**config.mk**
```make
export PLATFORM = sky130hd
export DESIGN_NAME = countdown_timer
export DESIGN_NICKNAME = d
export VERILOG_FILES = /design/src/rtl/countdown_timer.sv
export SDC_FILE = /design/constraint.sdc
export NUM_CORES = 1
export LEC_CHECK = 0
export ABC_AREA = 1
export CELL_PAD_IN_SITES_DETAIL_PLACEMENT = 0
export CELL_PAD_IN_SITES_GLOBAL_PLACEMENT = 1
export CORE_ASPECT_RATIO = 2
export CORE_MARGIN = 3
export CORE_UTILIZATION = 31
export CTS_CLUSTER_DIAMETER = 200
export DETAILED_ROUTE_END_ITERATION = 8
export PLACE_DENSITY_LB_ADDON = 0.1
export SLEW_MARGIN = 20
export SYNTH_ARGS = -nofsm -noshare
export SYNTH_HDL_FRONTEND = slang
export SYNTH_SLANG_ARGS = --single-unit
```
**constraint.sdc**
```tcl
create_clock -name clk -period 1.6 [get_ports clk]
set_input_delay 0.24 -clock clk [delete_from_list [all_inputs] [get_ports clk]]
set_output_delay 0.24 -clock clk [all_outputs]
set_load 0.1 [all_outputs]
```
**src/rtl/countdown_timer.sv**
```systemverilog
// Two-digit BCD countdown timer with load, start, pause and expiry reporting.
module countdown_timer #(
  parameter int unsigned DEFAULT_TENS = 6,
  parameter int unsigned DEFAULT_ONES = 0
) (
  input  logic       clk,
  input  logic       rst,
  input  logic       tick,
  input  logic       load,
  input  logic [3:0] load_tens,
  input  logic [3:0] load_ones,
  input  logic       start,
  input  logic       pause,
  output logic [3:0] tens,
  output logic [3:0] ones,
  output logic       running,
  output logic       expired,
  output logic       done
);

  localparam int unsigned DW = 4;

  typedef enum logic [1:0] {
    IDLE    = 2'd0,
    RUN     = 2'd1,
    PAUSED  = 2'd2,
    EXPIRED = 2'd3
  } state_t;

  state_t          state, state_next;
  logic [DW-1:0]   tens_next, ones_next;
  logic            done_next;
  logic            value_zero;
  logic            value_one;

  // Saturate any out-of-range BCD digit to 9.
  function automatic logic [DW-1:0] clamp_digit(input logic [DW-1:0] d);
    return (d > DW'(9)) ? DW'(9) : d;
  endfunction

  assign value_zero = (tens == '0) && (ones == '0);
  assign value_one  = (tens == '0) && (ones == DW'(1));

  // State register and registered outputs; synchronous active-low reset.
  always_ff @(posedge clk) begin
    if (!rst) begin
      state   <= IDLE;
      tens    <= clamp_digit(DW'(DEFAULT_TENS));
      ones    <= clamp_digit(DW'(DEFAULT_ONES));
      running <= 1'b0;
      expired <= 1'b0;
      done    <= 1'b0;
    end else begin
      state   <= state_next;
      tens    <= tens_next;
      ones    <= ones_next;
      running <= (state_next == RUN);
      expired <= (state_next == EXPIRED);
      done    <= done_next;
    end
  end

  // Next-state, next-value and done-pulse decision (load > pause > start).
  always_comb begin
    state_next = state;
    tens_next  = tens;
    ones_next  = ones;
    done_next  = 1'b0;
    case (state)
      IDLE, PAUSED: begin
        if (load) begin
          state_next = IDLE;
          tens_next  = clamp_digit(load_tens);
          ones_next  = clamp_digit(load_ones);
        end else if (pause) begin
          state_next = state;
        end else if (start) begin
          if (value_zero) begin
            state_next = EXPIRED;
            done_next  = 1'b1;
          end else begin
            state_next = RUN;
          end
        end
      end
      RUN: begin
        // Load is ignored while counting; tick decrements, pause suspends.
        if (tick && !value_zero) begin
          if (ones == '0) begin
            ones_next = DW'(9);
            tens_next = tens - DW'(1);
          end else begin
            ones_next = ones - DW'(1);
          end
        end
        if (tick && value_one) begin
          state_next = EXPIRED;
          done_next  = 1'b1;
        end else if (pause) begin
          state_next = PAUSED;
        end
      end
      EXPIRED: begin
        if (load) begin
          state_next = IDLE;
          tens_next  = clamp_digit(load_tens);
          ones_next  = clamp_digit(load_ones);
        end
      end
      default: state_next = IDLE;
    endcase
  end

endmodule

```
# Yosys cells after proc, flatten, opt, wreduce, memory -nomap -nowiden
# Index checks and enable logic that the tools add are counted.
[word_totals]
register_bits = 13
in_bits = 14
output_inout_bits = 11
elab_cells = 55
[op_classes]
add_sub_neg = 2
order_cmp = 2
eq_ne = 9
muxes = 24
reduce_logical = 12
[ops]
columns = ["op", "count"]
rows = [
  ["4-bit two-way mux", 8],
  ["4-bit case mux with 2 select lines", 2],
  ["2-bit two-way mux", 7],
  ["4-bit greater-than comparator (second input constant)", 2],
  ["4-bit logical NOT", 2],
  ["4-bit by 1-bit subtractor with 4-bit output (second input constant)", 2],
  ["2-bit == test (second input constant)", 3],
  ["2-bit case mux with 3 select lines", 1],
  ["1-bit two-way mux", 5],
  ["2-bit by 1-bit == test with 1-bit output (second input constant)", 2],
  ["4-bit by 1-bit == test with 1-bit output (second input constant)", 1],
  ["1-bit logical AND", 4],
  ["2-bit != test (second input constant)", 2],
  ["3-bit AND reduction", 1],
  ["3-bit OR reduction", 1],
  ["2-bit logical NOT", 1],
  ["2-bit by 1-bit != test with 1-bit output (second input constant)", 1],
  ["1-bit case mux with 2 select lines", 1],
  ["2-bit AND reduction", 1],
  ["2-bit OR reduction", 1],
  ["1-bit logical NOT", 1],
]

# Longest topological paths before layout
[logic_depth]
ltp_word = 8
ltp_mapped = 10
depth_no_buf = 10

# Worst setup path before layout
# OpenSTA, ideal clock, no wires.
[synth_timing]
path_type = "reg2reg"
start = "reg tens[0]"
end = "reg tens[2]"
setup_ps = 124
arrival_time_ps = 1938
t_required_ps = 1476
path_slack_ps = -462
path_stages_with_launch = 9
path_buffers = 0
period_less_slack_ps = 2062
cell_sequence = "dfxtp_1 > inv_1 > ha_1 > nand2_1 > o21ai_4 > nand2_4 > nand2_4 > nand2_1 > nand3_1"
[synth_via]
elab_chain_len = 6
elab_cells_between_ends = 10
cone_classes = "add/sub (1); eq/ne (1); mux (3); reduce/logical (5)"
[synth_lines]
columns = ["item", "line_no", "rtl"]
rows = [
  ["from (decl)", "14", "output logic [3:0] tens,"],
  ["from (signal assigned)", "48", "tens <= clamp_digit(DW'(DEFAULT_TENS));"],
  ["from (signal assigned)", "55", "tens <= tens_next;"],
  ["branches (longest 6 deep; another with 4-bit by 1-bit subtractor with 4-bit output)", "--", ""],
]
# Several ways; the timed one is not identified. The select of a mux whose other input is x is not followed.
# A chain may end at the register's enable or synchronous reset.

# Worst setup path in the final report
[layout_timing]
start = "reg tens[1]"
end = "reg tens[0]"
[layout_via]
elab_chain_len = 6
[layout_lines]
columns = ["item", "line_no", "rtl"]
rows = [
  ["4-bit logical NOT", "41", "assign value_zero = (tens == '0) && (ones == '0);"],
  ["1-bit logical AND", "41", ""],
  ["1-bit logical NOT", "88", "if (tick && !value_zero) begin"],
  ["1-bit logical AND", "88", ""],
  ["2-bit != test (no line)", "--", ""],
  ["3-bit AND reduction (no line)", "--", ""],
]
# No other way between the ends.

==> impl_metrics.ini <==
[timing]
period_share_pct = 89.6
layout_min_cycle_time_ps = 1430
fmax_mhz = 698
slew_viol_final = 0
rsz0062_at_grt = no
tightest_slew_ps = 283
slew_headroom_pct = 80.9
setup_tns_ps = 0
finalClockSkew_ps = 3.64
setup_violations = 0
finalHoldViolCount = 0

[worst_hold_path]
hp-class = reg2reg

[die]
io_pins = 25
fp.dieW_um = 42.1
die_h_um = 78.3
start_util_pct = 33.2
die-area_um2 = 3300
rows = 25
core_area_um2 = 2440

[setup_path]
path_class = reg2reg
crit_arrival_ps = 1560
path_max_fanout = 9
crit_required_ps = 1730
setup.worst_path.end_class = flop
startpoint_type = flop

[power_and_ir_drop]
leakage_nw = 0.570
pwr_density_cell_nw_per_um2 = 855
power_mw = 1.07
peakVddDrop_v = 0.000667

[synth]
synth_cell_type_count = 22
synthCells = 122
synth_most_common_cell = nand2_1
synth_edf_count = 0
ys_seq_area_share_pct = 32.1
yosysTopAreaCellShare_pct = 32.1
synth_area_um2 = 810
syn_nets = 138
ys_seq_elements = 13
synth_ff_type = dfxtp_1
synth_async_sr_flop_share_pct = 0
yosysWarnings = 0
synth_top_cell_by_area = dfxtp_1
synthTopCellsByCount = nand2_1 (26), nand3_1 (16), inv_1 (15), nor2_1 (14), dfxtp_1 (13)
synth_area_leaders = dfxtp_1 (32%), nand2_1 (12%), nand3_1 (9.9%), inv_1 (7.0%), nor2_1 (6.5%)
syn_area_per_cell_um2 = 6.64

[global_routing]
grt_max_degree = 13
grt_use_met1_pct = 13.1
antenna_found_initial = 0
grt_pass1_wl_um = 3680
gr-usage-met2_pct = 29.2
grt_pass1_vias = 899
grtUsageMet3_pct = 2.52
overflow = 0
track_usage_pct = 14.6
grt-busiest-layer = met2

[cts]
path_clk_slew_ps = 60
cts_sinks = 13
post_cts_buffers = 0
clk_latency_ps = 240
cts.path.max_buffers = 2
cts-hold-fix-buffers = 0
cts_buffers = 3
clockRootBuffer = clkbuf_8
cts_tree = yes
post_cts_resized = 0
cts_max_level = 1

[status]
outcome = finished, final reports clean

[detailed_routing]
antenna_left = 0
num_vias = 854
drc_errors = 0
drt_wl_total_um = 2210
vias_per_cell = 4.82
post_drt_wl_per_cell_um = 12.5
drt-pass1-iter-count = 2
first_iter_violations = 16

[placed_design]
dp_hpwl_um = 1830
placed_cells = 173
portBuffers = 24
gp_congestion = 0.831

[final_layout]
fill_cells = 256
drive_gt1_share_pct = 24.7
syn2layout_area_growth_pct = 55.2
n_antenna_cell = 0
final_cells = 177
nNetsFinal = 167

[run]
maxCapViolCount = 0
-- flip-flops by register name (all words and copies together) (netlist names) --
register	count
done	1
expired	1
ones	4
running	1
state	2
tens	4
-- through the flow --
step | worst slack [ps] | area, um^2 | util (%) | hold slack (ps)
after floorplan | 98.9 | 825 | - | 323
after global routing | 25.4 | 1260 | 51.5 | 505
after global placement | 156 | 1210 | 49.5 | 479
after detailed placement | 130 | 1210 | 49.5 | 482
after CTS | 130 | 1250 | 51.4 | 495
final | 167 | 1260 | 51.5 | 491
-- area by class of cell --
class	instances	area [um^2]	share of cell area, %
well taps	27	33.8	2.69
inverters	17	63.8	5.08
clock buffers	4	45.0	3.59
repair buffers	25	358	28.5
multi-input cells	91	480	38.2
flip-flops and latches	13	275	21.9
-- routing by layer --
layer	part of all wire, %	wire length [um]
met3	4.2	92
met2	57	1260
met4	2.9	64
met5	0	0
met1	36	797
-- cells in the final DEF, fill, tap and decap left out --
| cell type | Yosys | routed |
|---|---|---|
| dfxtp_4 | 0 | 2 |
| a21oi_1 | 4 | 4 |
| o21ai_0 | 9 | 9 |
| nand2_1 | 26 | 25 |
| clkbuf_1 | 0 | 1 |
| nor2_2 | 2 | 2 |
| nor2_4 | 1 | 1 |
| a22oi_1 | 1 | 1 |
| dfxtp_2 | 0 | 6 |
| dfxtp_1 | 13 | 5 |
| ha_1 | 2 | 2 |
| o21ai_1 | 1 | 1 |
| xnor2_1 | 1 | 1 |
| clkdlybuf4s50_1 | 0 | 13 |
| nand2_4 | 3 | 3 |
| nand2_2 | 4 | 5 |
| xor2_1 | 1 | 1 |
| nor2_1 | 14 | 14 |
| nand3_1 | 16 | 16 |
| buf_4 | 1 | 1 |
| o22ai_1 | 1 | 1 |
| nand4_1 | 2 | 2 |
| inv_1 | 15 | 15 |
| buf_12 | 0 | 11 |
| o21ai_4 | 1 | 1 |
| inv_2 | 2 | 2 |
| nor3_1 | 2 | 2 |
| clkbuf_8 | 0 | 3 |
-- power by group --
part | internal (mW) | leakage, nW | total (mW) | switching, mW
clock | 0.176 | 0.0228 | 0.294 | 0.118
combinational | 0.152 | 0.438 | 0.396 | 0.244
sequential | 0.348 | 0.109 | 0.384 | 0.0361
-- final timing paths --
path                              start      end  slack (ps)  cells past startpoint
worst max-delay path            tens[1]  tens[0]         170                      9
worst min-delay path            tens[1]  tens[1]         490                      2
worst max register to register  tens[1]  tens[0]         170                      9
worst min register to register  tens[1]  tens[1]         490                      2
-- kinds of logic after synthesis --
| logic type | after synthesis | share of synthesized area, % |
|---|---|---|
| XOR/XNOR | 2 | 2.16 |
| buffers and inverters | 18 | 8.81 |
| AND/OR/NAND/NOR | 70 | 41.4 |
| AO/OA/AOI/OAI | 17 | 12.4 |
| flip-flops | 13 | 32.1 |
| adder cells (fa/ha/maj) | 2 | 3.09 |
-- worst max-delay path: stages (launching register included) --
cell and delay (ps):
dfxtp_4 350, inv_1 120, ha_1 180, nand2_2 90, o21ai_4 220, nand2_4 120, nand2_4 100, nand2_1 50
nand2_1 50, nor2_1 30
Power figures use the tool's default switching activity.
